`config.mk`:
```
export PLATFORM = sky130hd
export DESIGN_NAME = lcd_text_ctrl
export DESIGN_NICKNAME = d
export VERILOG_FILES = /design/src/rtl/lcd_text_ctrl.sv
export SDC_FILE = /design/constraint.sdc
export NUM_CORES = 1
export LEC_CHECK = 0
export BUFFER_PORTS_ARGS = -buffer_cell sky130_fd_sc_hd__buf_2
export CAP_MARGIN = 20
export CORE_MARGIN = 1.5
export CORE_UTILIZATION = 40
export CTS_BUF_LIST = sky130_fd_sc_hd__clkbuf_2 sky130_fd_sc_hd__clkbuf_4 sky130_fd_sc_hd__clkbuf_8
export CTS_CLUSTER_SIZE = 40
export DETAILED_ROUTE_END_ITERATION = 10
export PLACE_DENSITY_LB_ADDON = 0.2
export SETUP_SLACK_MARGIN = 0.2
export SYNTH_ARGS = -nofsm -noshare
export SYNTH_HDL_FRONTEND = slang
export SYNTH_SLANG_ARGS = --single-unit
```
`constraint.sdc`:
```
create_clock -name clk -period 4.06 [get_ports clk]
set_input_delay 0.406 -clock clk [delete_from_list [all_inputs] [get_ports clk]]
set_output_delay 0.406 -clock clk [all_outputs]
set_load 0.1 [all_outputs]
```
`src/rtl/lcd_text_ctrl.sv`:
```
// HD44780-class character LCD controller on a 4-bit bus: runs the power-on
// init itself, then serves random-access character writes and clears.
module lcd_text_ctrl #(
    parameter int ROWS      = 2,
    parameter int COLS      = 16,
    parameter int T_POR     = 3000000,
    parameter int T_INIT2   = 600000,
    parameter int T_SU      = 40000,
    parameter int T_EN      = 100000,
    parameter int T_CLR     = 200000,
    parameter bit CURSOR_ON = 1'b0,
    localparam int RW = (ROWS > 1) ? $clog2(ROWS) : 1
) (
    input  logic          clk,
    input  logic          nrst,
    input  logic          wr_valid,
    output logic          wr_ready,
    input  logic [RW-1:0] wr_row,
    input  logic [5:0]    wr_col,
    input  logic [7:0]    wr_char,
    input  logic          clr_valid,
    output logic          init_done,
    output logic          busy,
    output logic          err,
    output logic [3:0]    data,
    output logic          rs,
    output logic          rw,
    output logic          en
);

    typedef enum logic [2:0] {
        POR_WAIT, INIT_NIB, INIT_CMD, IDLE, SET_ADDR, WR_DATA, CLR_CMD, CLR_WAIT
    } state_t;

    typedef enum logic [1:0] {SETUP, STROBE, HOLD} phase_t;

    localparam logic [7:0] DISP_CMD = CURSOR_ON ? 8'h0F : 8'h0C;

    state_t        state_q, state_d;
    phase_t        phase_q, phase_d;
    logic [31:0]   cnt_q, cnt_d;
    logic [2:0]    step_q, step_d;
    logic [3:0]    low_q, low_d;
    logic          lo_q, lo_d;
    logic [7:0]    char_q, char_d;
    logic [RW-1:0] req_row_q, req_row_d;
    logic [5:0]    req_col_q, req_col_d;
    logic [RW-1:0] cur_row_q, cur_row_d;
    logic [5:0]    cur_col_q, cur_col_d;
    logic          cur_valid_q, cur_valid_d;
    logic [3:0]    data_q, data_d;
    logic          rs_q, rs_d;
    logic          en_q, en_d;
    logic          err_q, err_d;
    logic          done_q, done_d;

    logic          load;
    logic [3:0]    load_nib;
    logic          load_rs;
    logic          sending;
    logic          nib_done;
    logic [7:0]    next_cmd;
    logic [6:0]    wr_addr;
    logic          in_range;
    logic          cursor_hit;

    function automatic logic [7:0] init_cmd(input logic [2:0] idx);
        case (idx)
            3'd0:    init_cmd = 8'h28;
            3'd1:    init_cmd = 8'h08;
            3'd2:    init_cmd = 8'h01;
            3'd3:    init_cmd = 8'h06;
            default: init_cmd = DISP_CMD;
        endcase
    endfunction

    // Row r starts at DDRAM 0x40*r, so the address is just {row, col}.
    assign wr_addr    = {wr_row[0], wr_col};
    assign in_range   = (32'(wr_row) < ROWS) && (32'(wr_col) < COLS);
    assign cursor_hit = cur_valid_q && (cur_row_q == wr_row) && (cur_col_q == wr_col);
    assign sending    = (state_q == INIT_NIB) || (state_q == INIT_CMD) || (state_q == SET_ADDR)
                     || (state_q == WR_DATA) || (state_q == CLR_CMD);

    always_ff @(posedge clk or negedge nrst) begin
        if (!nrst) begin
            state_q     <= POR_WAIT;
            phase_q     <= HOLD;
            cnt_q       <= 32'(T_POR - 1);
            step_q      <= 3'd0;
            low_q       <= 4'h0;
            lo_q        <= 1'b0;
            char_q      <= 8'h00;
            req_row_q   <= '0;
            req_col_q   <= 6'd0;
            cur_row_q   <= '0;
            cur_col_q   <= 6'd0;
            cur_valid_q <= 1'b0;
            data_q      <= 4'h0;
            rs_q        <= 1'b0;
            en_q        <= 1'b0;
            err_q       <= 1'b0;
            done_q      <= 1'b0;
        end else begin
            state_q     <= state_d;
            phase_q     <= phase_d;
            cnt_q       <= cnt_d;
            step_q      <= step_d;
            low_q       <= low_d;
            lo_q        <= lo_d;
            char_q      <= char_d;
            req_row_q   <= req_row_d;
            req_col_q   <= req_col_d;
            cur_row_q   <= cur_row_d;
            cur_col_q   <= cur_col_d;
            cur_valid_q <= cur_valid_d;
            data_q      <= data_d;
            rs_q        <= rs_d;
            en_q        <= en_d;
            err_q       <= err_d;
            done_q      <= done_d;
        end
    end

    always_comb begin
        state_d     = state_q;
        phase_d     = phase_q;
        cnt_d       = cnt_q;
        step_d      = step_q;
        low_d       = low_q;
        lo_d        = lo_q;
        char_d      = char_q;
        req_row_d   = req_row_q;
        req_col_d   = req_col_q;
        cur_row_d   = cur_row_q;
        cur_col_d   = cur_col_q;
        cur_valid_d = cur_valid_q;
        data_d      = data_q;
        rs_d        = rs_q;
        en_d        = en_q;
        err_d       = 1'b0;
        done_d      = done_q;
        load        = 1'b0;
        load_nib    = 4'h0;
        load_rs     = 1'b0;
        nib_done    = 1'b0;
        next_cmd    = init_cmd(step_q + 3'd1);

        if (sending) begin
            case (phase_q)
                SETUP: begin
                    if (cnt_q == 32'd0) begin
                        phase_d = STROBE;
                        en_d    = 1'b1;
                        cnt_d   = 32'(T_EN - 1);
                    end else begin
                        cnt_d = cnt_q - 32'd1;
                    end
                end
                STROBE: begin
                    if (cnt_q == 32'd0) begin
                        phase_d = HOLD;
                        en_d    = 1'b0;
                    end else begin
                        cnt_d = cnt_q - 32'd1;
                    end
                end
                HOLD:    nib_done = 1'b1;
                default: ;
            endcase
        end

        // Any byte whose high nibble just finished goes on to its low nibble.
        if (nib_done && (state_q != INIT_NIB) && !lo_q) begin
            load     = 1'b1;
            load_nib = low_q;
            load_rs  = rs_q;
            lo_d     = 1'b1;
        end

        case (state_q)
            POR_WAIT: begin
                if (cnt_q == 32'd0) begin
                    state_d  = INIT_NIB;
                    load     = 1'b1;
                    load_nib = 4'h3;
                end else begin
                    cnt_d = cnt_q - 32'd1;
                end
            end
            INIT_NIB: begin
                if (nib_done) begin
                    if (step_q == 3'd0) begin
                        state_d = POR_WAIT;
                        cnt_d   = 32'(T_INIT2 - 1);
                        step_d  = 3'd1;
                    end else if (step_q == 3'd3) begin
                        state_d  = INIT_CMD;
                        step_d   = 3'd0;
                        low_d    = 4'h8;
                        lo_d     = 1'b0;
                        load     = 1'b1;
                        load_nib = 4'h2;
                    end else begin
                        step_d   = step_q + 3'd1;
                        load     = 1'b1;
                        load_nib = (step_q == 3'd2) ? 4'h2 : 4'h3;
                    end
                end
            end
            INIT_CMD: begin
                if (nib_done && lo_q) begin
                    if (step_q == 3'd2) begin
                        state_d = CLR_WAIT;
                        cnt_d   = 32'(T_CLR - 1);
                    end else if (step_q == 3'd4) begin
                        state_d     = IDLE;
                        done_d      = 1'b1;
                        rs_d        = 1'b0;
                        cur_row_d   = '0;
                        cur_col_d   = 6'd0;
                        cur_valid_d = 1'b1;
                    end else begin
                        step_d   = step_q + 3'd1;
                        low_d    = next_cmd[3:0];
                        lo_d     = 1'b0;
                        load     = 1'b1;
                        load_nib = next_cmd[7:4];
                    end
                end
            end
            IDLE: begin
                if (clr_valid) begin
                    state_d  = CLR_CMD;
                    low_d    = 4'h1;
                    lo_d     = 1'b0;
                    load     = 1'b1;
                    load_nib = 4'h0;
                end else if (wr_valid) begin
                    if (!in_range) begin
                        err_d = 1'b1;
                    end else begin
                        req_row_d = wr_row;
                        req_col_d = wr_col;
                        char_d    = wr_char;
                        lo_d      = 1'b0;
                        load      = 1'b1;
                        if (cursor_hit) begin
                            state_d  = WR_DATA;
                            low_d    = wr_char[3:0];
                            load_nib = wr_char[7:4];
                            load_rs  = 1'b1;
                        end else begin
                            state_d  = SET_ADDR;
                            low_d    = wr_addr[3:0];
                            load_nib = {1'b1, wr_addr[6:4]};
                        end
                    end
                end
            end
            SET_ADDR: begin
                if (nib_done && lo_q) begin
                    state_d  = WR_DATA;
                    low_d    = char_q[3:0];
                    lo_d     = 1'b0;
                    load     = 1'b1;
                    load_nib = char_q[7:4];
                    load_rs  = 1'b1;
                end
            end
            WR_DATA: begin
                // Past the last column the LCD's cursor position is not trusted.
                if (nib_done && lo_q) begin
                    state_d     = IDLE;
                    rs_d        = 1'b0;
                    cur_row_d   = req_row_q;
                    cur_col_d   = req_col_q + 6'd1;
                    cur_valid_d = (32'(req_col_q) + 32'd1) != COLS;
                end
            end
            CLR_CMD: begin
                if (nib_done && lo_q) begin
                    state_d = CLR_WAIT;
                    cnt_d   = 32'(T_CLR - 1);
                end
            end
            CLR_WAIT: begin
                if (cnt_q == 32'd0) begin
                    if (done_q) begin
                        state_d     = IDLE;
                        cur_row_d   = '0;
                        cur_col_d   = 6'd0;
                        cur_valid_d = 1'b1;
                    end else begin
                        state_d  = INIT_CMD;
                        step_d   = 3'd3;
                        low_d    = 4'h6;
                        lo_d     = 1'b0;
                        load     = 1'b1;
                        load_nib = 4'h0;
                    end
                end else begin
                    cnt_d = cnt_q - 32'd1;
                end
            end
            default: ;
        endcase

        if (load) begin
            data_d  = load_nib;
            rs_d    = load_rs;
            phase_d = SETUP;
            cnt_d   = 32'(T_SU - 1);
        end
    end

    assign wr_ready  = (state_q == IDLE);
    assign busy      = (state_q != IDLE);
    assign init_done = done_q;
    assign err       = err_q;
    assign data      = data_q;
    assign rs        = rs_q;
    assign rw        = 1'b0;
    assign en        = en_q;

endmodule

```
==> results by group <==
Status
  – Status: finished, final reports clean

STA
  – Achievable Freq: 302 MHz
  – Slew @ Worst Pin: 0.859 ns
  – Period utilization: 0.816
  – Fin Clk Skew: 0.0111 ns
  – Final-report setup violation count: 0
  – Tmin final: 3.31 ns
  – Final slew viol count: 0
  – Total negative slack: 0 ns
  – Hold Vio Cnt, Final: 0
  – RSZ-0062 raised after global routing: false
  – Relative slew margins: 0.423
  – PnR worst setup slack: 0.748 ns

Route
  – DRC viols: 0
  – Final ANT Viol Nets: 0
  – Drt total wl: 14.8 mm
  – Routed length per instance: 19.0 um
  – Drt first-iter violations: 354
  – TritonRoute pass-1 iters: 5
  – Avg Vias per Cell: 6.14
  – Via count: 4,796

Global routing
  – First-pass GRT wire length: 24.2 mm
  – GR Overflow Total: 0
  – GRT Total Usage: 0.232
  – Vias in the first global route: 4,721
  – Initial antenna violation count: 0
  – Largest net degree at the start of global routing: 77

Clocking
  – Clock-pin slew on the worst setup and hold paths: 0.09 ns
  – Root Buffer: clkbuf_8
  – CTS tree: done
  – Clk Latency, worst-skew pair: 0.38 ns
  – CTS Buffer Depth: 2
  – CTS Buf Count: 9
  – H-tree depth: 3
  – Clock sink count: 76

Final layout
  – Net count reported at finish: 636
  – # diodes: 0
  – Layout Utilization: 0.455
  – Layout area overhead: 11.3%
  – Layout cells sized above 1: 0.187
  – Post-route design area: 0.00572 sq mm

Floorplanning
  – FP Rows: 41
  – IO Pins: 30
  – Placeable Area: 0.0126 sq mm
  – Die area: 0.0135 sq mm
  – Starting Density: 0.409
  – Die height: 116 um
  – DIE WIDTH: 116 um

Synthesis
  – Most frequent cells after synthesis: dfrtp_1, nor2_1, nand2_1, o21ai_0, a21oi_1
  – Ys Warns: 0
  – EDFF count, synth: 0
  – Post-Syn Nets: 614
  – Post-synth top area share: 0.292
  – Leading area contributor after synthesis: dfrtp_1
  – Main flop type after synthesis: dfrtp_1
  – Sequential element share of the synthesized area: 0.374
  – Cell count after synthesis: 582
  – Mapped Area: 0.00514 sq mm
  – Ys async rst share: 1.00
  – Mapped Avg Cell Area: 8.83 sq um
  – Top post-synthesis cells by area: dfrtp_1, dfstp_2, mux2_2, nor2_1, o21ai_0
  – Most common cell in the netlist: dfrtp_1
  – Yosys cell types: 73
  – #FFs+latches synth: 76

Pwr
  – Power per cell area: 258 mW/mm^2
  – Internal power: 1.13 mW
  – Clock group share of total power: 0.450
  – Total Power: 1.48 mW
  – Switch share: 0.235
  – VDD IR max: 0.000132 V
  – Comb pwr share: 0.035
  – Sequential power share: 0.516
  – Switch Pwr: 0.347 mW
  – Pleak: 2.35 nW

Placement
  – Pre-CTS WS: 0.791 ns
  – PortBufs: 28
  – Placed Area: 0.00546 sq mm
  – DP HPWL: 10.7 mm
  – RePlAce Congestion: 0.899

Critical path
  – CP arrival: 3.61 ns
  – Req. time, crit path: 4.36 ns
  – Worst setup SP type: register
  – Crit Path Category: register to register
  – Crit. End Element: register
  – Critical Path Fanout Max: 9
  – Reg2reg setup slack: 0.75 ns

Run
  – Number of max-cap violations: 0

Worst hold path
  – Hold crit path type: primary input to register
==> metrics by stage <==
step	hold slack, ns	std cells
6_report	0.274	781
5_1_grt	0.283	781
4_1_cts	0.218	779
3_5_place_dp	0.483	763
3_3_place_gp	0.478	763
2_1_floorplan	0.110	582
==> registers in the layout, indices dropped and copies added (netlist names) <==
register / count
cnt_q: 32
char_q: 8
cur_col_q: 6
req_col_q: 6
data: 4
low_q: 4
state_q: 3
step_q: 3
phase_q: 2
cur_row_q: 1
cur_valid_q: 1
en: 1
err: 1
init_done: 1
lo_q: 1
req_row_q: 1
rs: 1
==> layer usage <==
layer / routed length, um / vias to the layer above / GRT usage
met5: 0 / - / 0
met4: 515 / 0 / 0.122
met3: 699 / 43 / 0.0389
met2: 6950 / 158 / 0.373
met1: 6680 / 2356 / 0.301
li1: - / 2239 / -
==> worst paths after layout <==
| kind | from | endpoint | cells past startpoint |
|---|---|---|---|
| worst max-delay path | cnt_q[8] | cnt_q[21] | 6 |
| worst min-delay path | wr_char[1] | char_q[1] | 2 |
| worst max register to register | cnt_q[8] | cnt_q[21] | 6 |
| worst min register to register | data[2] | data[2] | 1 |
| max in group asynchronous | nrst | phase_q[1] | 3 |
| min in group asynchronous | nrst | cnt_q[6] | 2 |
==> area by class of cell <==
type	instances	area [sq um]
Tap cell	172	215
Sequential cell	76	1920
Multi-Input combinational cell	458	3010
Clock buffer	10	131
Timing Repair Buffer	46	300
Clock inverter	6	88.8
Inverter	13	48.8
Fill cell	1241	6850
==> cell families after synthesis <==
group                    Yosys count  synth area share
adder cells (fa/ha/maj)           13            0.0317
flip-flops                        76             0.374
XOR/XNOR                          21            0.0358
AO/OA/AOI/OAI                    159             0.208
multiplexers                      36            0.0767
buffers and inverters             48            0.0402
AND/OR/NAND/NOR                  228             0.232
other                              1          0.000730
==> what timing repair did <==
item                                   4_1_cts  5_1_grt
endpoints found under the hold margin        0        1
resized for setup                            0        0
hold buffers                                 0        1
setup buffers                                0        0
==> placed cells by master, fill, tap and decap left out, drive strengths merged, types with 7 or more instances in the layout <==
master / instances
dfrtp: 60
nor2b: 9
nor2: 56
nand2: 46
mux2i: 9
ha: 13
clkbuf: 10
a31oi: 10
or4: 11
xor2: 12
and3: 7
o21ai: 42
buf: 45
nor4: 17
nand3: 20
xnor2: 9
o211ai: 9
inv: 13
dfstp: 16
a21oi: 31
nor3: 26
mux2: 27
==> power groups by stage <==
stage,Combinational [mW],Clock [mW],Sequential [mW]
2_1_floorplan,0.0144,0,0.777
3_3_place_gp,0.0475,0,0.775
3_5_place_dp,0.0484,0,0.775
4_1_cts,0.0484,0.682,0.761
5_1_grt,0.0576,0.698,0.761
6_report,0.0509,0.663,0.761
==> critical path: stages, from the launching register on <==
cell and delay (ns):
dfrtp_1 0.44, or4_1 0.64, or4_1 0.72, or3_1 0.60, o31ai_4 0.53, nor2_2 0.08
a211oi_2 0.22
(Power assumes the default switching activity.)
